<file path="src/rtl/store_buffer_pkg.sv">
// store_buffer_pkg: load/store codes, buffer entry type and the sub-word
// extraction used when a load is served straight from a buffered word.
package store_buffer_pkg;

  // Load/store codes; values track the shared define.vh.
  localparam logic [5:0] ALU_LB  = 6'd22;
  localparam logic [5:0] ALU_LH  = 6'd23;
  localparam logic [5:0] ALU_LW  = 6'd24;
  localparam logic [5:0] ALU_LBU = 6'd25;
  localparam logic [5:0] ALU_LHU = 6'd26;
  localparam logic [5:0] ALU_SB  = 6'd27;
  localparam logic [5:0] ALU_SH  = 6'd28;
  localparam logic [5:0] ALU_SW  = 6'd29;

  typedef struct packed {
    logic [31:0] addr;
    logic [31:0] data;
    logic [5:0]  alucode;
  } sb_entry_t;

  function automatic logic is_load_code(input logic [5:0] code);
    return (code == ALU_LB) || (code == ALU_LH) || (code == ALU_LW) ||
           (code == ALU_LBU) || (code == ALU_LHU);
  endfunction

  // Pick the byte/half addressed by the load out of a full stored word and
  // sign- or zero-extend it the same way data_memory would.
  function automatic logic [31:0] load_extract(input logic [31:0] word,
                                               input logic [1:0]  off,
                                               input logic [5:0]  code);
    logic [7:0]  b;
    logic [15:0] h;
    b = word[{off, 3'b000} +: 8];
    h = off[1] ? word[31:16] : word[15:0];
    case (code)
      ALU_LB:  return {{24{b[7]}}, b};
      ALU_LBU: return {24'h0, b};
      ALU_LH:  return {{16{h[15]}}, h};
      ALU_LHU: return {16'h0, h};
      default: return word;
    endcase
  endfunction

endpackage

</file>
<file path="src/rtl/store_buffer_match.sv">
// store_buf_match: word-granular compare of a load address against every
// buffered entry, plus a youngest-first select among the hits.
module store_buf_match
  import store_buffer_pkg::*;
#(
  parameter int DEPTH = 4,
  parameter int PTR_W = $clog2(DEPTH)
) (
  input  logic [DEPTH-1:0][29:0] entry_word_i,
  input  logic [DEPTH-1:0]       valid_i,
  input  logic [PTR_W-1:0]       head_i,
  input  logic [29:0]            ld_word_i,
  output logic                   match_o,
  output logic [PTR_W-1:0]       youngest_idx_o,
  output logic [DEPTH-1:0]       hit_o
);

  logic [PTR_W-1:0] scan_idx;

  genvar gi;
  generate
    for (gi = 0; gi < DEPTH; gi++) begin : g_cmp
      assign hit_o[gi] = valid_i[gi] && (entry_word_i[gi] == ld_word_i);
    end
  endgenerate

  // Walk entries oldest to youngest starting at head; the last hit seen wins.
  always_comb begin
    match_o        = 1'b0;
    youngest_idx_o = '0;
    scan_idx       = '0;
    for (int k = 0; k < DEPTH; k++) begin
      scan_idx = head_i + PTR_W'(k);
      if (hit_o[scan_idx]) begin
        match_o        = 1'b1;
        youngest_idx_o = scan_idx;
      end
    end
  end

endmodule

</file>
<file path="src/rtl/store_buffer.sv">
// store_buffer: in-order write buffer between MEM and data_memory. Stores are
// queued, then drained one per cycle whenever the load path leaves the memory
// port free. Loads that overlap a pending word stall, unless the build defines
// STORE_BUF_FWD_EN, in which case a load hitting a full-word store is served
// from the buffer.
module store_buffer
  import store_buffer_pkg::*;
#(
  parameter int DEPTH = 4
) (
  input  logic        clk,
  input  logic        rst_n,
  input  logic        st_valid,
  output logic        st_ready,
  input  logic [31:0] st_addr,
  input  logic [31:0] st_data,
  input  logic [5:0]  st_alucode,
  input  logic        ld_valid,
  input  logic [31:0] ld_addr,
  input  logic [5:0]  ld_alucode,
  output logic        ld_stall,
  output logic        fwd_valid,
  output logic [31:0] fwd_data,
  output logic        mem_is_store,
  output logic [31:0] mem_addr,
  output logic [31:0] mem_data,
  output logic [5:0]  mem_alucode,
  output logic        empty
);

  localparam int PTR_W = $clog2(DEPTH);
  localparam int CNT_W = PTR_W + 1;
  localparam logic [CNT_W-1:0] CNT_FULL = CNT_W'(DEPTH);

  logic [31:0]      addr_q [DEPTH];
  logic [31:0]      data_q [DEPTH];
  logic [5:0]       code_q [DEPTH];
  logic [DEPTH-1:0] valid_q, valid_d;
  logic [PTR_W-1:0] head_q, head_d;
  logic [PTR_W-1:0] tail_q, tail_d;
  logic [CNT_W-1:0] count_q, count_d;
  logic             empty_q, full_q;

  logic                   push, pop;
  logic [DEPTH-1:0][29:0] entry_word;
  logic [DEPTH-1:0]       hit_vec;
  logic                   match;
  logic [PTR_W-1:0]       youngest_idx;
  logic                   unused_ok;

  genvar gi;
  generate
    for (gi = 0; gi < DEPTH; gi++) begin : g_word
      assign entry_word[gi] = addr_q[gi][31:2];
    end
  endgenerate

  store_buf_match #(
    .DEPTH (DEPTH),
    .PTR_W (PTR_W)
  ) u_match (
    .entry_word_i   (entry_word),
    .valid_i        (valid_q),
    .head_i         (head_q),
    .ld_word_i      (ld_addr[31:2]),
    .match_o        (match),
    .youngest_idx_o (youngest_idx),
    .hit_o          (hit_vec)
  );

`ifdef STORE_BUF_FWD_EN
  // A full buffer still stalls (it must drain), so forwarding is only offered
  // when the load is actually allowed to complete this cycle.
  assign fwd_valid = ld_valid && !full_q && match &&
                     (code_q[youngest_idx] == ALU_SW) && is_load_code(ld_alucode);
  assign fwd_data  = fwd_valid ?
                     load_extract(data_q[youngest_idx], ld_addr[1:0], ld_alucode) : 32'h0;
  assign unused_ok = ^hit_vec;
`else
  assign fwd_valid = 1'b0;
  assign fwd_data  = 32'h0;
  assign unused_ok = ^{hit_vec, youngest_idx, ld_alucode, ld_addr[1:0]};
`endif

  // Full forces a drain even under a load, so loads cannot starve stores.
  assign ld_stall     = ld_valid && (full_q || (match && !fwd_valid));
  assign mem_is_store = !empty_q && (!ld_valid || ld_stall);
  assign mem_addr     = empty_q ? 32'h0 : addr_q[head_q];
  assign mem_data     = empty_q ? 32'h0 : data_q[head_q];
  assign mem_alucode  = empty_q ? 6'h0  : code_q[head_q];

  assign st_ready = !full_q;
  assign empty    = empty_q;
  assign push     = st_valid && !full_q;
  assign pop      = mem_is_store;

  // Next pointer/count/valid state from this cycle's push and pop.
  always_comb begin
    head_d  = head_q;
    tail_d  = tail_q;
    count_d = count_q;
    valid_d = valid_q;
    if (pop) begin
      head_d          = head_q + PTR_W'(1);
      valid_d[head_q] = 1'b0;
    end
    if (push) begin
      tail_d          = tail_q + PTR_W'(1);
      valid_d[tail_q] = 1'b1;
    end
    case ({push, pop})
      2'b10:   count_d = count_q + CNT_W'(1);
      2'b01:   count_d = count_q - CNT_W'(1);
      default: count_d = count_q;
    endcase
  end

  // Control state; empty/full are kept as flops so st_ready and empty are registered.
  always_ff @(posedge clk or negedge rst_n) begin
    if (!rst_n) begin
      head_q  <= '0;
      tail_q  <= '0;
      count_q <= '0;
      valid_q <= '0;
      empty_q <= 1'b1;
      full_q  <= 1'b0;
    end else begin
      head_q  <= head_d;
      tail_q  <= tail_d;
      count_q <= count_d;
      valid_q <= valid_d;
      empty_q <= (count_d == '0);
      full_q  <= (count_d == CNT_FULL);
    end
  end

  // Entry payload; contents are only observed through valid bits, so no reset.
  always_ff @(posedge clk) begin
    if (push) begin
      addr_q[tail_q] <= st_addr;
      data_q[tail_q] <= st_data;
      code_q[tail_q] <= st_alucode;
    end
  end

endmodule

</file>
<file path="config.mk">
export PLATFORM = sky130hd
export DESIGN_NAME = store_buffer
export DESIGN_NICKNAME = d
export VERILOG_FILES = /design/src/rtl/store_buffer_pkg.sv /design/src/rtl/store_buffer_match.sv /design/src/rtl/store_buffer.sv
export SDC_FILE = /design/constraint.sdc
export NUM_CORES = 1
export LEC_CHECK = 0
export ABC_CLOCK_PERIOD_IN_PS = 3800
export BUFFER_PORTS_ARGS = -buffer_cell sky130_fd_sc_hd__buf_4
export CAP_MARGIN = 10
export CORE_MARGIN = 8
export CORE_UTILIZATION = 50
export DETAILED_ROUTE_END_ITERATION = 8
export MAX_ROUTING_LAYER = met4
export PLACE_DENSITY = 0.72
export SLEW_MARGIN = 0
export SYNTH_ARGS = -nofsm -noshare
export SYNTH_HDL_FRONTEND = slang
export SYNTH_SLANG_ARGS = --single-unit
</file>
<file path="constraint.sdc">
create_clock -name clk -period 3.8 [get_ports clk]
set_input_delay 0.38 -clock clk [delete_from_list [all_inputs] [get_ports clk]]
set_output_delay 0.38 -clock clk [all_outputs]
set_load 0.1 [all_outputs]
</file>
==> impl_metrics.xml, run 1 <==
<?xml version="1.0" encoding="UTF-8"?>
<metrics>
  <group name="status">
    <metric name="status" unit="">finished clean</metric>
  </group>
  <group name="timing">
    <metric name="worst_slew_pin_slew" unit="ns">0.698</metric>
    <metric name="setup_tns_final" unit="ns">0</metric>
    <metric name="layout_worst_path_cycle_share" unit="%">84.2</metric>
    <metric name="achievable-frequency" unit="GHz">0.312</metric>
    <metric name="setup_ws" unit="ns">0.599</metric>
    <metric name="setup-violations-final" unit="">0</metric>
    <metric name="holdWs" unit="ns">0.0289</metric>
    <metric name="slew_viol_final" unit="">0</metric>
    <metric name="fin_worst_skew" unit="ns">0.0166</metric>
    <metric name="normalized_max_slew_margin" unit="%">53.5</metric>
    <metric name="period_needed" unit="ns">3.20</metric>
    <metric name="final-hold-violation-count" unit="">0</metric>
    <metric name="grt_setup_unrepaired" unit="">no</metric>
  </group>
  <group name="placed_design">
    <metric name="finalWeightedCongestion" unit="">0.818</metric>
    <metric name="pre_cts_slack" unit="ns">0.580</metric>
    <metric name="io_buffers" unit="">177</metric>
    <metric name="dpl-instance-area" unit="sq um">14500</metric>
    <metric name="detailed_place_hpwl" unit="um">20200</metric>
  </group>
  <group name="worst_setup_path">
    <metric name="path_cells" unit="">xnor2_1, nand4_1, nor4_1, a22oi_1, a41oi_2, buf_4, buf_4</metric>
    <metric name="crit_path_frequent_cell" unit="">sky130_fd_sc_hd__buf_4</metric>
    <metric name="critical_path.max_fanout" unit="">3</metric>
    <metric name="slowest_stage" unit="">sky130_fd_sc_hd__edfxtp_1</metric>
    <metric name="worstPathRequired" unit="ns">3.42</metric>
    <metric name="setup.worst_path.start_class" unit="">register</metric>
    <metric name="slowest_delay" unit="ns">0.42</metric>
    <metric name="cp_num_buf_inv" unit="">2</metric>
    <metric name="critical_path_arrival" unit="ns">2.82</metric>
    <metric name="critical_path_class" unit="">register to output port</metric>
    <metric name="cp_top_family" unit="">simple AND/OR/NAND/NOR gates</metric>
    <metric name="cp-end-kind" unit="">output port</metric>
  </group>
  <group name="drt">
    <metric name="detailroute.via_count" unit="">6877</metric>
    <metric name="post_drt_wl_per_cell" unit="um">23.4</metric>
    <metric name="top_signal_layer_used" unit="">met4</metric>
    <metric name="first_iter_violations" unit="">370</metric>
    <metric name="route.layer.met1.wl" unit="um">11900</metric>
    <metric name="final_antenna_net_count" unit="">0</metric>
    <metric name="detail_route.first_pass.iterations" unit="">5</metric>
    <metric name="postRouteWirelength" unit="um">29700</metric>
    <metric name="met2_length" unit="um">14600</metric>
    <metric name="ratio_of_routed_vias_to_standard_cells" unit="">5.42</metric>
    <metric name="number_of_design_rule_violations_left_after_detail_routing" unit="">0</metric>
    <metric name="met3WireLength" unit="um">2440</metric>
  </group>
  <group name="finish">
    <metric name="areaGrowthSynthToFinish" unit="%">20.1</metric>
    <metric name="nets" unit="">1032</metric>
    <metric name="post-route-cell-area" unit="sq um">15500</metric>
    <metric name="nFillCells" unit="">1905</metric>
    <metric name="layout-drive-gt1-share" unit="%">33.8</metric>
  </group>
  <group name="worst_hold_path">
    <metric name="hold_path.class" unit="">input port to register</metric>
  </group>
  <group name="floorplan">
    <metric name="placementRows" unit="">59</metric>
    <metric name="floorplan.initialDensity" unit="%">50.2</metric>
    <metric name="coreArea" unit="sq um">25800</metric>
    <metric name="vert_die_dim" unit="um">177</metric>
    <metric name="die_width" unit="um">177</metric>
    <metric name="design.die.area" unit="sq um">31300</metric>
    <metric name="io_pins" unit="">219</metric>
  </group>
  <group name="global_route">
    <metric name="pin_count_of_the_biggest_net_entering_global_routing" unit="">48</metric>
    <metric name="globalRouteOverflowTotal" unit="">0</metric>
    <metric name="globalRouteTotalUtil" unit="%">19.6</metric>
    <metric name="grt_pass1_wl" unit="um">45000</metric>
    <metric name="grt_pass1_vias" unit="">7491</metric>
    <metric name="grt_antenna_before_repair" unit="">3</metric>
  </group>
  <group name="clocking">
    <metric name="clockBufferDepth" unit="">3</metric>
    <metric name="clock_tree.root_cell" unit="">sky130_fd_sc_hd__clkbuf_16</metric>
    <metric name="clock_sinks" unit="">293</metric>
    <metric name="cts_tree" unit="">done</metric>
    <metric name="cts.clk_slew.worst_paths" unit="ns">0.06</metric>
    <metric name="total_clock_buffers_created_by_cts" unit="">31</metric>
    <metric name="worst_skew_pair.late_latency" unit="ns">0.55</metric>
    <metric name="h-tree-depth" unit="">1</metric>
  </group>
  <group name="synth">
    <metric name="syn_avg_cell_area" unit="sq um">17.9</metric>
    <metric name="yosys-top-cells-area" unit="">sky130_fd_sc_hd__edfxtp_1 (65%), sky130_fd_sc_hd__mux4_2 (12%), sky130_fd_sc_hd__xnor2_1 (6.6%)</metric>
    <metric name="proportion_of_register_bits_with_asynchronous_set_or_reset_after_synthesis" unit="%">4.44</metric>
    <metric name="synth_warnings" unit="">0</metric>
    <metric name="ys_seq_elements" unit="">293</metric>
    <metric name="yosys_most_used_dff" unit="">sky130_fd_sc_hd__edfxtp_1</metric>
    <metric name="synth_area" unit="sq um">12900</metric>
    <metric name="yosysTopAreaCellShare" unit="%">65.0</metric>
    <metric name="syn-instance-count" unit="">722</metric>
    <metric name="count_of_unique_library_cells_instantiated_by_yosys" unit="">33</metric>
    <metric name="netlist.top_cell.by_area" unit="">sky130_fd_sc_hd__edfxtp_1</metric>
    <metric name="synth-seq-area-share" unit="%">67.5</metric>
    <metric name="synth-edff-count" unit="">280</metric>
  </group>
  <group name="flow_run">
    <metric name="maxCapViolations" unit="">0</metric>
  </group>
</metrics>
==> cells by family (layout without fill, tap and decap cells) <==
family / count (synthesis) / count (layout) / share of synthesized area (%)
AO/OA/AOI/OAI: 12 / 12 / 0.600
AND/OR/NAND/NOR: 130 / 130 / 6.14
adder cells (fa/ha/maj): 10 / 10 / 1.03
flip-flops: 293 / 293 / 67.5
XOR/XNOR: 125 / 125 / 8.64
other: 1 / 36 / 0.0290
buffers and inverters: 79 / 256 / 3.67
multiplexers: 72 / 72 / 12.4
==> stage by stage <==
step	util, %	cells
after CTS	60.3	1266
after global placement	56.5	1210
after floorplan	-	754
after global routing	60.3	1269
after detailed placement	56.5	1210
final	60.3	1269
==> area by class of cell <==
cell class,instances,area [sq um],area share (%)
Tap cell,335,419,2.70
Antenna cell,3,7.51,0.0483
Multi-Input combinational cell,382,3860,24.8
Clock buffer,39,806,5.19
Timing Repair Buffer,193,1520,9.76
Clock inverter,15,155,0.999
Sequential cell,293,8740,56.3
Inverter,9,33.8,0.217
==> cell usage in the layout, fill, tap and decap left out, drive strengths merged <==
master	count
edfxtp	280
buf	191
xnor2	101
nor2b	72
mux4	70
clkbuf	39
conb	33
nand4	25
xor2	24
nor4	12
dfrtp	12
inv	11
clkinv	10
ha	9
a21oi	8
nand2	5
and2	5
nor3b	4
diode	3
nand3	3
nor2	3
bufinv	3
dlygate4sd3	2
a41oi	2
mux2i	1
a22oi	1
or2	1
mux2	1
o21ai	1
fa	1
dfstp	1
==> state kept, by name, summed over array words and instances (netlist names) <==
| name | count |
|---|---|
| addr_q | 128 |
| code_q | 24 |
| head_q | 2 |
| full_q | 1 |
| data_q | 128 |
| count_q | 3 |
| empty | 1 |
| valid_q | 4 |
| tail_q | 2 |
==> cells in the mapped netlist, types with 8 or more instances <==
master and n:
sky130_fd_sc_hd__ha_1 9, sky130_fd_sc_hd__nor4_1 12, sky130_fd_sc_hd__edfxtp_1 280, sky130_fd_sc_hd__xor2_1 24, sky130_fd_sc_hd__nand4_1 25, sky130_fd_sc_hd__dfrtp_1 12
sky130_fd_sc_hd__a21oi_1 8, sky130_fd_sc_hd__nor2b_1 72, sky130_fd_sc_hd__xnor2_1 98, sky130_fd_sc_hd__inv_1 9, sky130_fd_sc_hd__buf_2 13, sky130_fd_sc_hd__clkbuf_1 12
sky130_fd_sc_hd__buf_4 36, sky130_fd_sc_hd__mux4_2 70
==> final timing paths <==
path                               startpoint  slack (ns)             to  cells past startpoint
worst min register to register     count_q[2]        0.49     count_q[2]                      1
worst max register to register  addr_q[1][25]        0.68         full_q                     12
worst max-delay path            addr_q[1][25]        0.60   mem_is_store                      7
max in group asynchronous               rst_n        3.30          empty                      2
min in group asynchronous               rst_n        0.26      tail_q[0]                      2
worst min-delay path              st_data[26]        0.03  data_q[1][26]                      1
==> what timing repair did <==
item                       in CTS  in global routing
setup endpoints to repair       0                  0
hold endpoints to repair       16                  0
hold buffers                    2                  0
buffers inserted                0                  0
resized for setup               0                  0
==> worst register-to-register path, delay by kind of cell (launching register included) <==
kind | cells | cell delay [ns]
xor gates and xnor gates | 3 | 0.74
buffers and inverters | 1 | 0.06
DFF | 1 | 0.42
and+or+nand+nor | 4 | 0.80
adders and majority gates | 2 | 0.61
AOI/OAI and AO/OA | 2 | 0.46
==> per-layer routing <==
layer  track usage [%]  vias up
met5                 -        -
met4              5.01        0
met3              4.95       48
met2              31.3      296
met1              24.8     3468
li1                  -     3065
Power of run 1 is not shown: default switching activity piles up to over one toggle a cycle in this logic, so the estimate is an artifact.
==> inputs of run 2 (changes only) <==
--- a/config.mk
+++ b/config.mk
@@ -5,14 +5,14 @@
 export SDC_FILE = /design/constraint.sdc
 export NUM_CORES = 1
 export LEC_CHECK = 0
-export ABC_CLOCK_PERIOD_IN_PS = 3800
+export ABC_CLOCK_PERIOD_IN_PS = 2700
 export BUFFER_PORTS_ARGS = -buffer_cell sky130_fd_sc_hd__buf_4
 export CAP_MARGIN = 10
 export CORE_MARGIN = 8
 export CORE_UTILIZATION = 50
 export DETAILED_ROUTE_END_ITERATION = 8
 export MAX_ROUTING_LAYER = met4
-export PLACE_DENSITY = 0.72
+export PLACE_DENSITY = 0.75
 export SLEW_MARGIN = 0
 export SYNTH_ARGS = -nofsm -noshare
 export SYNTH_HDL_FRONTEND = slang
==> constraint.sdc (replaced) <==
create_clock -name clk -period 2.7 [get_ports clk]
set_input_delay 0.27 -clock clk [delete_from_list [all_inputs] [get_ports clk]]
set_output_delay 0.27 -clock clk [all_outputs]
set_load 0.1 [all_outputs]
==> impl_metrics.xml, run 2 (synthesis gave the netlist of run 1 again) <==
<?xml version="1.0" encoding="UTF-8"?>
<metrics>
  <group name="placed_design">
    <metric name="io_buffers" unit="">177</metric>
    <metric name="finalWeightedCongestion" unit="">0.909</metric>
    <metric name="detailed_place_hpwl" unit="um">20600</metric>
    <metric name="dpl-instance-area" unit="sq um">15100</metric>
  </group>
  <group name="timing">
    <metric name="achievable-frequency" unit="GHz">0.353</metric>
    <metric name="setup_tns_final" unit="ns">-0.345</metric>
    <metric name="fin_worst_skew" unit="ns">0.0219</metric>
    <metric name="setup-violations-final" unit="">5</metric>
    <metric name="slew_viol_final" unit="">0</metric>
    <metric name="final-hold-violation-count" unit="">0</metric>
    <metric name="setup_ws" unit="ns">-0.129</metric>
    <metric name="layout_worst_path_cycle_share" unit="%">105</metric>
    <metric name="grt_setup_unrepaired" unit="">yes</metric>
    <metric name="normalized_max_slew_margin" unit="%">62.9</metric>
    <metric name="worst_slew_pin_slew" unit="ns">0.556</metric>
    <metric name="period_needed" unit="ns">2.83</metric>
  </group>
  <group name="floorplan">
    <metric name="die_width" unit="um">177</metric>
    <metric name="placementRows" unit="">59</metric>
    <metric name="vert_die_dim" unit="um">177</metric>
    <metric name="coreArea" unit="sq um">25800</metric>
    <metric name="design.die.area" unit="sq um">31300</metric>
    <metric name="io_pins" unit="">219</metric>
    <metric name="floorplan.initialDensity" unit="%">50.2</metric>
  </group>
  <group name="clocking">
    <metric name="cts_tree" unit="">done</metric>
    <metric name="clock_sinks" unit="">293</metric>
    <metric name="worst_skew_pair.late_latency" unit="ns">0.55</metric>
    <metric name="clock_tree.root_cell" unit="">sky130_fd_sc_hd__clkbuf_16</metric>
    <metric name="clockBufferDepth" unit="">3</metric>
    <metric name="cts.clk_slew.worst_paths" unit="ns">0.06</metric>
    <metric name="total_clock_buffers_created_by_cts" unit="">30</metric>
    <metric name="h-tree-depth" unit="">1</metric>
  </group>
  <group name="global_route">
    <metric name="grt_pass1_vias" unit="">7976</metric>
    <metric name="grt_pass1_wl" unit="um">46900</metric>
    <metric name="globalRouteOverflowTotal" unit="">0</metric>
    <metric name="globalRouteTotalUtil" unit="%">20.2</metric>
    <metric name="grt_antenna_before_repair" unit="">1</metric>
    <metric name="pin_count_of_the_biggest_net_entering_global_routing" unit="">77</metric>
  </group>
  <group name="worst_setup_path">
    <metric name="critical_path_class" unit="">register to register</metric>
    <metric name="critical_path_arrival" unit="ns">3.31</metric>
    <metric name="setup.worst_path.start_class" unit="">register</metric>
    <metric name="worst-r2r-cell-count" unit="">12</metric>
    <metric name="critical_path.max_fanout" unit="">3</metric>
    <metric name="cp-end-kind" unit="">register</metric>
    <metric name="worstPathRequired" unit="ns">3.18</metric>
  </group>
  <group name="drt">
    <metric name="postRouteWirelength" unit="um">30900</metric>
    <metric name="ratio_of_routed_vias_to_standard_cells" unit="">5.30</metric>
    <metric name="final_antenna_net_count" unit="">0</metric>
    <metric name="post_drt_wl_per_cell" unit="um">22.4</metric>
    <metric name="number_of_design_rule_violations_left_after_detail_routing" unit="">0</metric>
    <metric name="detailroute.via_count" unit="">7315</metric>
    <metric name="detail_route.first_pass.iterations" unit="">4</metric>
    <metric name="first_iter_violations" unit="">404</metric>
  </group>
  <group name="finish">
    <metric name="nets" unit="">1142</metric>
    <metric name="areaGrowthSynthToFinish" unit="%">31.3</metric>
    <metric name="post-route-cell-area" unit="sq um">17000</metric>
    <metric name="largestRegisters" unit="">addr_q (128), data_q (128), code_q (24)</metric>
    <metric name="most-common-layout-cells" unit="">sky130_fd_sc_hd__edfxtp_1 (280), sky130_fd_sc_hd__buf_4 (217), sky130_fd_sc_hd__xnor2_1 (88)</metric>
    <metric name="layout.cells.most_common" unit="">sky130_fd_sc_hd__edfxtp_1</metric>
    <metric name="layout-drive-gt1-share" unit="%">42.6</metric>
  </group>
  <group name="flow_run">
    <metric name="maxCapViolations" unit="">0</metric>
  </group>
  <group name="worst_hold_path">
    <metric name="hold_path.class" unit="">input port to async pin</metric>
  </group>
  <group name="status">
    <metric name="failing_checks" unit="">negative setup slack</metric>
    <metric name="status" unit="">finished with violations</metric>
  </group>
</metrics>
[run 2: cell count changes in the layout (fill, tap and decap cells not counted), sizes merged]
cell,previous run,this run
dlygate4sd3,2,71
clkinv,10,11
inv,11,9
clkinvlp,0,1
clkbuf,39,41
buf,191,233
diode,3,1
[run 2: what timing repair did]
action	CTS	global route
hold endpoints to repair	293	0
hold buffers	71	0
endpoints found under the setup margin	7	6
setup buffers	3	0
gates resized for setup	21	1
pin swaps	5	2
[run 2: stage by stage]
step / std cells / hold slack, ns / util (%) / worst slack, ns
2_1_floorplan: 754 / -0.0256 / - / -0.560
3_3_place_gp: 1249 / 0.129 / 58.7 / -0.230
3_5_place_dp: 1249 / 0.129 / 58.7 / -0.210
4_1_cts: 1379 / 0.0977 / 65.9 / -0.132
5_1_grt: 1380 / 0.121 / 65.9 / -0.340
6_report: 1380 / 0.111 / 65.9 / -0.129
[run 2: layout make-up]
cell class	count	area [sq um]
Fill cell	1782	8770
Sequential cell	293	8750
Multi-Input combinational cell	382	4160
Timing Repair Buffer	304	2650
Clock buffer	41	823
Tap cell	335	419
Clock inverter	15	155
Inverter	9	33.8
Antenna cell	1	2.50
[run 2: path summary, 6_finish.rpt]
kind | end | start | slack (ns)
worst max-delay path | full_q | addr_q[0][2] | -0.13
worst min-delay path | tail_q[0] | rst_n | 0.11
worst max register to register | full_q | addr_q[0][2] | -0.13
worst min register to register | count_q[0] | count_q[0] | 0.51
max in group asynchronous | empty | rst_n | 2.35
min in group clk | tail_q[0] | st_valid | 0.20
[run 2: layer usage]
metal / part of all wire (%) / wire, um / track usage, %
met1: 41 / 12600 / 25.9
met2: 49 / 15100 / 32.2
met3: 7.7 / 2380 / 4.35
met4: 2.5 / 782 / 6.37
met5: 0 / 0 / -
[run 2: worst max-delay path, stage by stage, from the launching register on]
cell and delay [ns]:
sky130_fd_sc_hd__edfxtp_1 0.43, sky130_fd_sc_hd__xnor2_2 0.23, sky130_fd_sc_hd__nand4_1 0.18, sky130_fd_sc_hd__nor4_2 0.36
sky130_fd_sc_hd__a22oi_2 0.13, sky130_fd_sc_hd__a41oi_4 0.20, sky130_fd_sc_hd__ha_2 0.22, sky130_fd_sc_hd__inv_2 0.04
sky130_fd_sc_hd__fa_2 0.32, sky130_fd_sc_hd__xor2_1 0.14, sky130_fd_sc_hd__nor2_1 0.13, sky130_fd_sc_hd__xor2_1 0.23
sky130_fd_sc_hd__nor2b_1 0.15
Power of run 2 is left out for the same reason.
==> inputs of run 3 (changes only) <==
--- a/config.mk
+++ b/config.mk
@@ -13,6 +13,7 @@
 export DETAILED_ROUTE_END_ITERATION = 8
 export MAX_ROUTING_LAYER = met4
 export PLACE_DENSITY = 0.75
+export RECOVER_POWER = 25
 export SLEW_MARGIN = 0
 export SYNTH_ARGS = -nofsm -noshare
 export SYNTH_HDL_FRONTEND = slang
==> constraint.sdc (replaced) <==
create_clock -name clk -period 2.7 [get_ports clk]
set_input_delay 0.27 -clock clk [delete_from_list [all_inputs] [get_ports clk]]
set_output_delay 0.27 -clock clk [all_outputs]
set_load 0.005 [all_outputs]
==> impl_metrics.xml, run 3 (synthesis gave the netlist of run 1 again) <==
<?xml version="1.0" encoding="UTF-8"?>
<metrics>
  <group name="finish">
    <metric name="layout-drive-gt1-share" unit="%">33.5</metric>
    <metric name="nFillCells" unit="">1812</metric>
    <metric name="area.sequential" unit="sq um">8750</metric>
    <metric name="layout.cells.most_common" unit="">sky130_fd_sc_hd__edfxtp_1</metric>
    <metric name="areaGrowthSynthToFinish" unit="%">29.4</metric>
    <metric name="total_area_of_multi_input_combinational_cells" unit="sq um">4000</metric>
    <metric name="most-common-layout-cells" unit="">sky130_fd_sc_hd__edfxtp_1 (280), sky130_fd_sc_hd__buf_4 (196), sky130_fd_sc_hd__xnor2_1 (84)</metric>
    <metric name="utilization" unit="%">65.0</metric>
    <metric name="nets" unit="">1159</metric>
    <metric name="largestRegisters" unit="">addr_q (128), data_q (128), code_q (24)</metric>
  </group>
  <group name="clocking">
    <metric name="clock_tree.root_cell" unit="">sky130_fd_sc_hd__clkbuf_16</metric>
    <metric name="cts_tree" unit="">done</metric>
    <metric name="h-tree-depth" unit="">1</metric>
    <metric name="clockBufferDepth" unit="">3</metric>
    <metric name="clock_sinks" unit="">293</metric>
    <metric name="cts.clk_slew.worst_paths" unit="ns">0.06</metric>
    <metric name="worst_skew_pair.late_latency" unit="ns">0.55</metric>
    <metric name="total_clock_buffers_created_by_cts" unit="">30</metric>
  </group>
  <group name="timing">
    <metric name="period_needed" unit="ns">2.96</metric>
    <metric name="achievable-frequency" unit="GHz">0.338</metric>
    <metric name="final-hold-violation-count" unit="">0</metric>
    <metric name="worst_slew_pin_slew" unit="ns">0.735</metric>
    <metric name="layout_worst_path_cycle_share" unit="%">110</metric>
    <metric name="holdWs" unit="ns">0.172</metric>
    <metric name="setup-violations-final" unit="">6</metric>
    <metric name="normalized_max_slew_margin" unit="%">51.0</metric>
    <metric name="setup_ws" unit="ns">-0.260</metric>
    <metric name="fin_worst_skew" unit="ns">0.0188</metric>
    <metric name="slew_viol_final" unit="">0</metric>
    <metric name="grt_setup_unrepaired" unit="">yes</metric>
  </group>
  <group name="worst_setup_path">
    <metric name="slowest_stage" unit="">sky130_fd_sc_hd__edfxtp_1</metric>
    <metric name="cp-end-kind" unit="">register</metric>
    <metric name="path_cells" unit="">xnor2_2, nand4_1, nor4_2, a41oi_2, a41oi_2, ha_2, inv_2, fa_2, xor2_1, nor2_1, xor2_1, nor2b_1</metric>
    <metric name="critical_path_arrival" unit="ns">3.43</metric>
    <metric name="setup.worst_path.start_class" unit="">register</metric>
    <metric name="cp_top_family" unit="">simple AND/OR/NAND/NOR gates</metric>
    <metric name="critical_path_class" unit="">register to register</metric>
    <metric name="slowest_delay" unit="ns">0.43</metric>
    <metric name="cp_num_buf_inv" unit="">1</metric>
    <metric name="worstPathRequired" unit="ns">3.18</metric>
    <metric name="critical_path.max_fanout" unit="">3</metric>
  </group>
  <group name="drt">
    <metric name="final_antenna_net_count" unit="">0</metric>
    <metric name="number_of_design_rule_violations_left_after_detail_routing" unit="">0</metric>
    <metric name="ratio_of_routed_vias_to_standard_cells" unit="">5.31</metric>
    <metric name="detailroute.via_count" unit="">7422</metric>
    <metric name="first_iter_violations" unit="">468</metric>
    <metric name="post_drt_wl_per_cell" unit="um">22.5</metric>
    <metric name="detail_route.first_pass.iterations" unit="">5</metric>
    <metric name="postRouteWirelength" unit="um">31400</metric>
  </group>
  <group name="placed_design">
    <metric name="detailed_place_hpwl" unit="um">21100</metric>
    <metric name="finalWeightedCongestion" unit="">0.810</metric>
    <metric name="io_buffers" unit="">177</metric>
  </group>
  <group name="floorplan">
    <metric name="design.die.area" unit="sq um">31300</metric>
    <metric name="vert_die_dim" unit="um">177</metric>
    <metric name="io_pins" unit="">219</metric>
    <metric name="die_width" unit="um">177</metric>
    <metric name="coreArea" unit="sq um">25800</metric>
    <metric name="floorplan.initialDensity" unit="%">50.2</metric>
    <metric name="placementRows" unit="">59</metric>
  </group>
  <group name="global_route">
    <metric name="pin_count_of_the_biggest_net_entering_global_routing" unit="">77</metric>
    <metric name="grt_pass1_wl" unit="um">47300</metric>
    <metric name="grt_pass1_vias" unit="">8142</metric>
    <metric name="globalRouteOverflowTotal" unit="">0</metric>
    <metric name="grt_antenna_before_repair" unit="">3</metric>
    <metric name="globalRouteTotalUtil" unit="%">20.5</metric>
  </group>
  <group name="pwr">
    <metric name="power_leakage" unit="nW">5.95</metric>
    <metric name="ir_drop" unit="mV">0.727</metric>
    <metric name="cellPowerDensity" unit="nW/um^2">972</metric>
  </group>
  <group name="flow_run">
    <metric name="maxCapViolations" unit="">0</metric>
  </group>
  <group name="worst_hold_path">
    <metric name="hold_path.class" unit="">input port to register</metric>
  </group>
  <group name="status">
    <metric name="status" unit="">finished with violations</metric>
    <metric name="failing_checks" unit="">negative setup slack</metric>
  </group>
</metrics>
==> run 3: tightest hold or removal path, delay by kind of cell <==
kind / cells / cell delay, ns
buffers and inverters: 2 / 0.23
AND/OR/NAND/NOR: 1 / 0.11
XOR/XNOR: 1 / 0.06
==> run 3: worst paths after layout <==
check / end / from / slack (ns) / cells after the start
max: full_q / addr_q[2][19] / -0.26 / 12
min: tail_q[0] / st_valid / 0.17 / 4
max reg2reg: full_q / addr_q[2][19] / -0.26 / 12
min reg2reg: valid_q[2] / valid_q[2] / 0.56 / 2
max in group asynchronous: head_q[0] / rst_n / 1.83 / 2
min in group asynchronous: count_q[0] / rst_n / 0.32 / 2
==> run 3: area by class of cell <==
| type | instances | area share (%) |
|---|---|---|
| flip-flops and latches | 293 | 52.3 |
| clock inverters | 16 | 0.785 |
| repair buffers | 321 | 15.5 |
| well taps | 335 | 2.50 |
| multi-input cells | 382 | 23.9 |
| inverters | 9 | 0.202 |
| clock buffers | 38 | 4.79 |
| diodes | 3 | 0.0449 |
==> run 3: through the flow <==
stage	setup slack, ns	total power [W]	cell area, sq um	setup TNS, ns	std cells
2_1_floorplan	0.0158	0.00955	13100	0	754
3_3_place_gp	-0.316	0.0121	15000	-0.759	1262
3_5_place_dp	-0.388	0.0122	15000	-0.968	1262
4_1_cts	-0.215	0.0165	16800	-0.792	1394
5_1_grt	-0.429	0.0171	16700	-1.64	1397
6_report	-0.260	0.0163	16700	-0.892	1397
==> run 3: per-layer routing <==
metal	share of wire, %	global-route usage, %	vias up
li1	-	-	3320
met5	0	-	-
met4	2.3	5.32	0
met1	39	24.9	3729
met2	50	34.4	320
met3	8.6	4.63	53
==> run 3: power by group <==
part / switching (W) / internal [W] / total, W / leakage (nW)
Sequential: 0.000450 / 0.00596 / 0.00642 / 2.72
Clock: 0.00163 / 0.00228 / 0.00391 / 0.454
Combinational: 0.00266 / 0.00329 / 0.00595 / 2.78
Total: 0.00474 / 0.0115 / 0.0163 / 5.95
==> run 3: what timing repair did <==
item,CTS,global route
endpoints found under the hold margin,293,0
hold buffers,71,0
gates resized for setup,16,10
buffers inserted,8,2
pin swaps,7,6
endpoints found under the setup margin,12,10
No activity file was read; power rests on OpenSTA's default activity.
